<file path="config.mk">
export PLATFORM = sky130hd
export DESIGN_NAME = top_modut
export DESIGN_NICKNAME = d
export VERILOG_FILES = /design/src/rtl/top_modut_pkg.sv /design/src/rtl/top_modut_lfsr7.sv /design/src/rtl/top_modut.sv
export SDC_FILE = /design/constraint.sdc
export NUM_CORES = 1
export LEC_CHECK = 0
export ABC_AREA = 1
export CAP_MARGIN = 10
export CORE_AREA = 2 2 58 60
export CTS_CLUSTER_DIAMETER = 30
export DETAILED_ROUTE_END_ITERATION = 8
export DIE_AREA = 0 0 60 62
export HOLD_SLACK_MARGIN = 0.02
export PLACE_DENSITY_LB_ADDON = 0.08
export SLEW_MARGIN = 15
export SYNTH_ARGS = -nofsm -noshare
export SYNTH_HDL_FRONTEND = slang
export SYNTH_SLANG_ARGS = --single-unit
export TNS_END_PERCENT = 30
</file>
<file path="constraint.sdc">
create_clock -name clk -period 2.1 [get_ports clk]
set_clock_uncertainty 0.05 [all_clocks]
set_input_delay 0.63 -clock clk [delete_from_list [all_inputs] [get_ports clk]]
set_output_delay 0.63 -clock clk [all_outputs]
set_load 0.01 [all_outputs]
</file>
<file path="src/rtl/top_modut_pkg.sv">
// Shared types and constants for the PRBS7 -> conv-encoder -> QPSK transmit chain.
package top_modut_pkg;

   typedef enum logic [1:0] {
      IDLE  = 2'd0,
      RUN   = 2'd1,
      FLUSH = 2'd2,
      DONE  = 2'd3
   } state_t;

   localparam int               LFSR_W      = 7;
   localparam logic [LFSR_W-1:0] LFSR_RESET = 7'h01;

   // Rate-1/2, K=3 code; tap vector is {b, s1, s2}
   localparam int               ENC_K  = 3;
   localparam logic [ENC_K-1:0] ENC_G0 = 3'b111;
   localparam logic [ENC_K-1:0] ENC_G1 = 3'b101;

   localparam int AMP_DEFAULT = 90;

   // Parity of the taps selected by a generator polynomial
   function automatic logic enc_bit(input logic [ENC_K-1:0] taps,
                                    input logic [ENC_K-1:0] gen);
      return ^(taps & gen);
   endfunction

   // QPSK: bit 0 -> +amp, bit 1 -> -amp
   function automatic logic signed [7:0] qpsk_map(input logic b,
                                                  input logic signed [7:0] amp);
      return b ? -amp : amp;
   endfunction

endpackage

</file>
<file path="src/rtl/top_modut_lfsr7.sv">
// PRBS7 Fibonacci LFSR (x^7 + x^6 + 1); MSB is the output bit.
module lfsr7
   import top_modut_pkg::*;
(
   input  logic              clk,
   input  logic              rst,
   input  logic              i_load,
   input  logic              i_en,
   input  logic [LFSR_W-1:0] i_seed,
   output logic              o_bit
);

   logic [LFSR_W-1:0] r_lfsr;
   logic [LFSR_W-1:0] w_seed;

   // An all-zero state would lock up the register, so zero seeds start at 1
   assign w_seed = (i_seed == '0) ? LFSR_RESET : i_seed;

   // Load has priority over shifting; otherwise the register is frozen
   always_ff @(posedge clk or posedge rst) begin
      if (rst) begin
         r_lfsr <= LFSR_RESET;
      end else if (i_load) begin
         r_lfsr <= w_seed;
      end else if (i_en) begin
         r_lfsr <= {r_lfsr[LFSR_W-2:0], r_lfsr[LFSR_W-1] ^ r_lfsr[LFSR_W-2]};
      end
   end

   assign o_bit = r_lfsr[LFSR_W-1];

endmodule

</file>
<file path="src/rtl/top_modut.sv">
// Baseband TX burst: PRBS7 source, K=3 rate-1/2 encoder, QPSK mapper.
// One registered I/Q symbol per clock for NUM_BITS data bits + 2 flush bits.
module top_modut
   import top_modut_pkg::*;
#(
   parameter int NUM_BITS = 256,
   parameter int AMP      = AMP_DEFAULT
)(
   input  logic                    clk,
   input  logic                    reset,
   input  logic [LFSR_W-1:0]       lfsr_seed,
   input  logic                    lfsr_load,
   output logic signed [7:0]       I_out,
   output logic signed [7:0]       Q_out,
   output logic                    valid_out
);

   localparam int                  CNT_W      = $clog2(NUM_BITS) + 1;
   localparam logic [CNT_W-1:0]    LAST_BIT   = CNT_W'(NUM_BITS - 1);
   localparam logic [CNT_W-1:0]    LAST_FLUSH = CNT_W'(1);
   localparam logic signed [7:0]   AMP_S      = 8'(AMP);

   state_t            r_state, w_next;
   logic [CNT_W-1:0]  r_cnt;
   logic              r_s1, r_s2;
   logic              r_valid;
   logic signed [7:0] r_i, r_q;

   logic              w_consume;    // a bit enters the encoder this cycle
   logic              w_last_flush; // final flush bit of the burst
   logic              w_emit;       // register a symbol at this edge
   logic              w_lfsr_bit;
   logic              w_b;
   logic [ENC_K-1:0]  w_taps;
   logic              w_c0, w_c1;

   lfsr7 u_lfsr (
      .clk    (clk),
      .rst    (reset),
      .i_load (lfsr_load),
      .i_en   (r_state == RUN),
      .i_seed (lfsr_seed),
      .o_bit  (w_lfsr_bit)
   );

   // State register
   always_ff @(posedge clk or posedge reset) begin
      if (reset) r_state <= IDLE;
      else       r_state <= w_next;
   end

   // Next state and per-cycle control; a load restarts from any state
   always_comb begin
      w_next       = r_state;
      w_consume    = 1'b0;
      w_last_flush = 1'b0;
      case (r_state)
         IDLE: ;
         RUN: begin
            w_consume = 1'b1;
            if (r_cnt == LAST_BIT) w_next = FLUSH;
         end
         FLUSH: begin
            w_consume = 1'b1;
            if (r_cnt == LAST_FLUSH) begin
               w_next       = DONE;
               w_last_flush = 1'b1;
            end
         end
         DONE: ;
         default: w_next = IDLE;
      endcase
      if (lfsr_load) w_next = RUN;
   end

   // A load edge consumes no bit, except that the last flush symbol is kept
   // so a back-to-back restart loses nothing from the finishing burst.
   assign w_emit = w_consume && (!lfsr_load || w_last_flush);

   // Bit counter: data bits in RUN, flush bits in FLUSH
   always_ff @(posedge clk or posedge reset) begin
      if (reset) begin
         r_cnt <= '0;
      end else if (lfsr_load) begin
         r_cnt <= '0;
      end else if (r_state == RUN) begin
         r_cnt <= (r_cnt == LAST_BIT) ? '0 : r_cnt + 1'b1;
      end else if (r_state == FLUSH) begin
         r_cnt <= (r_cnt == LAST_FLUSH) ? '0 : r_cnt + 1'b1;
      end
   end

   // Encoder input: PRBS bit in RUN, zeros during flush
   assign w_b    = (r_state == RUN) ? w_lfsr_bit : 1'b0;
   assign w_taps = {w_b, r_s1, r_s2};
   assign w_c0   = enc_bit(w_taps, ENC_G0);
   assign w_c1   = enc_bit(w_taps, ENC_G1);

   // Encoder shift memory, cleared on every burst start
   always_ff @(posedge clk or posedge reset) begin
      if (reset) begin
         r_s1 <= 1'b0;
         r_s2 <= 1'b0;
      end else if (lfsr_load) begin
         r_s1 <= 1'b0;
         r_s2 <= 1'b0;
      end else if (w_consume) begin
         r_s2 <= r_s1;
         r_s1 <= w_b;
      end
   end

   // Registered QPSK output; zeroed whenever no symbol is valid
   always_ff @(posedge clk or posedge reset) begin
      if (reset) begin
         r_valid <= 1'b0;
         r_i     <= '0;
         r_q     <= '0;
      end else begin
         r_valid <= w_emit;
         r_i     <= w_emit ? qpsk_map(w_c0, AMP_S) : 8'sd0;
         r_q     <= w_emit ? qpsk_map(w_c1, AMP_S) : 8'sd0;
      end
   end

   assign I_out     = r_i;
   assign Q_out     = r_q;
   assign valid_out = r_valid;

endmodule

</file>
==> flow_metrics.py <==
metrics = {
    "status": {
        "status": "completed",
    },
    "floorplan": {
        "die_h_microns": 62,
        "die_w_microns": 60,
        "initial_core_util": 0.464,
        "dieArea_sq_um": 3720,
        "pin_count": 27,
        "rows": 21,
        "core_area_sq_um": 3180,
    },
    "synthesis": {
        "syn_avg_cell_area_sq_um": 7.72,
        "synth_mux_area_frac": 0,
        "synth-seq-cells": 25,
        "postSynthCellCount": 191,
        "synth.distinct_cells": 26,
        "synth_xor_area_frac": 0.0297,
        "synth_top_family_by_area": "simple AND/OR/NAND/NOR gates",
        "synthesis.area_sq_um": 1470,
        "synth_seq_area_share": 0.425,
        "synth_compound_area_frac": 0.124,
        "yosys_warnings": 0,
        "synthSimpleGateAreaFrac": 0.211,
        "synthAdderAreaFrac": 0.0509,
    },
    "route": {
        "first_pass_iters": 4,
        "drtAntennaViolNets": 0,
        "drc": 0,
        "drt_iter0_drc": 23,
        "via_per_inst": 4.62,
        "wl_per_cell_microns": 10.4,
        "vias": 1193,
        "routed_wl_microns": 2680,
    },
    "setup_path": {
        "cp-start-kind": "flip-flop",
        "crit_buf_inv": 1,
        "crit_slowest_cell": "clkdlybuf4s50_1",
        "cp.arrival_ns": 1.24,
        "crit_path_max_incr_delay_ns": 0.54,
        "critPathKind": "flip-flop to primary output",
        "required_ns": 1.42,
        "worstPathMaxFanout": 3,
        "cp-end-kind": "primary output",
        "crit_chain": "clkdlybuf4s50_1",
        "path_delay_family": "buffers and inverters",
    },
    "grt": {
        "grt_pass1_vias": 1114,
        "grt_max_degree": 15,
        "grt_antenna_before_repair": 0,
        "grt_pass1_wl_microns": 4710,
        "grt.overflow.total": 0,
        "grt_usage": 0.167,
    },
    "clocking": {
        "clk_path_buf_depth": 2,
        "cts_buffers": 3,
        "cts_hold_buf": 0,
        "cts_setup_buffers": 0,
        "clock-sinks": 25,
        "path_clk_slew_ns": 0.14,
        "clk_latency_ns": 0.31,
        "tritoncts": "yes",
        "cts_resized": 0,
        "htreeDepth": 1,
        "cts.root.buffer_cell": "clkbuf_4",
    },
    "sta": {
        "fin_crit_sh": 0.915,
        "fmax_mhz": 520,
        "hold_viol": 0,
        "setup-violations-final": 0,
        "slew_viol_final": 0,
        "rsz0062_at_grt": "no",
        "period_needed_ns": 1.92,
        "setup_tns_ns": 0,
    },
    "final_layout": {
        "utilization": 0.550,
        "multiInputGateArea_sq_um": 623,
        "n_fill_cell": 303,
        "antenna_cells": 0,
        "seq_area_sq_um": 627,
        "fin_nets": 229,
        "area_growth_pct": 18.6,
        "drive_above_1_share": 0.0849,
    },
    "pwr": {
        "powerDensity_nw_per_um2": 1060,
        "ir_drop_mv": 0.352,
        "p_leak_nw": 0.874,
    },
    "hold_path": {
        "hp-class": "input pin to asynchronous set/reset pin",
    },
    "placement": {
        "dp_hpwl_microns": 2200,
        "io_buffers": 24,
        "routabilityCongestion": 0.830,
    },
    "job": {
        "drv_cap": 0,
    },
}
## stage by stage
step                      hold WS, ns  cell area [sq um]  setup slack, ns  instances  power (mW)
final                           0.469               1750            0.179        258        1.85
after global routing            0.468               1750          0.00392        258        2.05
after floorplan                 0.417               1480            0.489        192        1.37
after CTS                       0.462               1750            0.144        258        1.87
after global placement          0.447               1720            0.111        254        1.63
after detailed placement        0.456               1720           0.0497        254        1.65
## cell usage after synthesis, drive strengths merged
library cell / n / area share
conb: 1 / 0.0025
nor2b: 2 / 0.0085
inv: 32 / 0.081
xor2: 5 / 0.030
buf: 14 / 0.072
nor2: 15 / 0.045
clkbuf: 1 / 0.0025
nand4: 2 / 0.0085
dfstp: 1 / 0.018
nand2: 44 / 0.12
a31oi: 1 / 0.0042
o211ai: 1 / 0.0051
a21oi: 21 / 0.071
ha: 6 / 0.051
dfrtp: 24 / 0.41
and2: 2 / 0.0085
nand3: 7 / 0.024
o21ai: 9 / 0.031
o22ai: 3 / 0.013
## sequential cells by signal, indices dropped and copies added (netlist names)
signal         cells
r_s1               1
I_out              3
r_cnt              9
Q_out              2
r_state            2
r_s2               1
u_lfsr.r_lfsr      7
## cell type report
class | count | share of cell area
Sequential cell | 25 | 0.359
Multi-Input combinational cell | 120 | 0.356
Timing Repair Buffer | 31 | 0.168
Inverter | 32 | 0.0687
Tap cell | 46 | 0.0329
Clock buffer | 3 | 0.0129
Clock inverter | 1 | 0.00286
## report_power, final
group          switching (mW)  internal, mW
logic                   0.503         0.428
registers              0.0835         0.618
clock network           0.142        0.0712
total                   0.729          1.12
## final timing paths
path                            cells past startpoint                           end                    startpoint  slack (ns)
worst max-delay path                                1                      I_out[6]            I_out[6]$_DFF_PP0_        0.18
worst min-delay path                                2            Q_out[5]$_DFF_PP0_                         reset        0.47
worst max register to register                     13          r_cnt[3]$_DFFE_PP0P_          r_cnt[0]$_DFFE_PP0P_        0.24
worst min register to register                      2  u_lfsr.r_lfsr[0]$_DFFE_PP1P_  u_lfsr.r_lfsr[0]$_DFFE_PP1P_        0.47
max in group asynchronous                           3  u_lfsr.r_lfsr[0]$_DFFE_PP1P_                         reset        1.03
min in group clk                                    2  u_lfsr.r_lfsr[0]$_DFFE_PP1P_  u_lfsr.r_lfsr[0]$_DFFE_PP1P_        0.47
## kinds of logic after synthesis
logic type	after synthesis
other cells	1
compound gates	35
xor+xnor	5
buf+inv	47
fa+ha+maj	6
simple gates	72
flops	25
## routing by layer
layer / part of all wire / track usage
met5: 0 / 0
met4: 0.0071 / 0.0635
met3: 0.035 / 0.0186
met2: 0.49 / 0.278
met1: 0.47 / 0.224
## cells in the final DEF, fill, tap and decap left out, types with 3 or more instances in the layout
cell             synthesis  layout
nand3_1                  7       7
o21ai_0                  7       7
clkbuf_4                 0       3
ha_1                     6       6
inv_1                   30      30
dfrtp_1                 24      24
xor2_1                   5       5
clkdlybuf4s50_1          0      24
nand2_1                 43      42
a21oi_1                 21      21
nor2_1                  13      13
o22ai_1                  3       3
buf_4                   12       7
(Power assumes the default switching activity.)
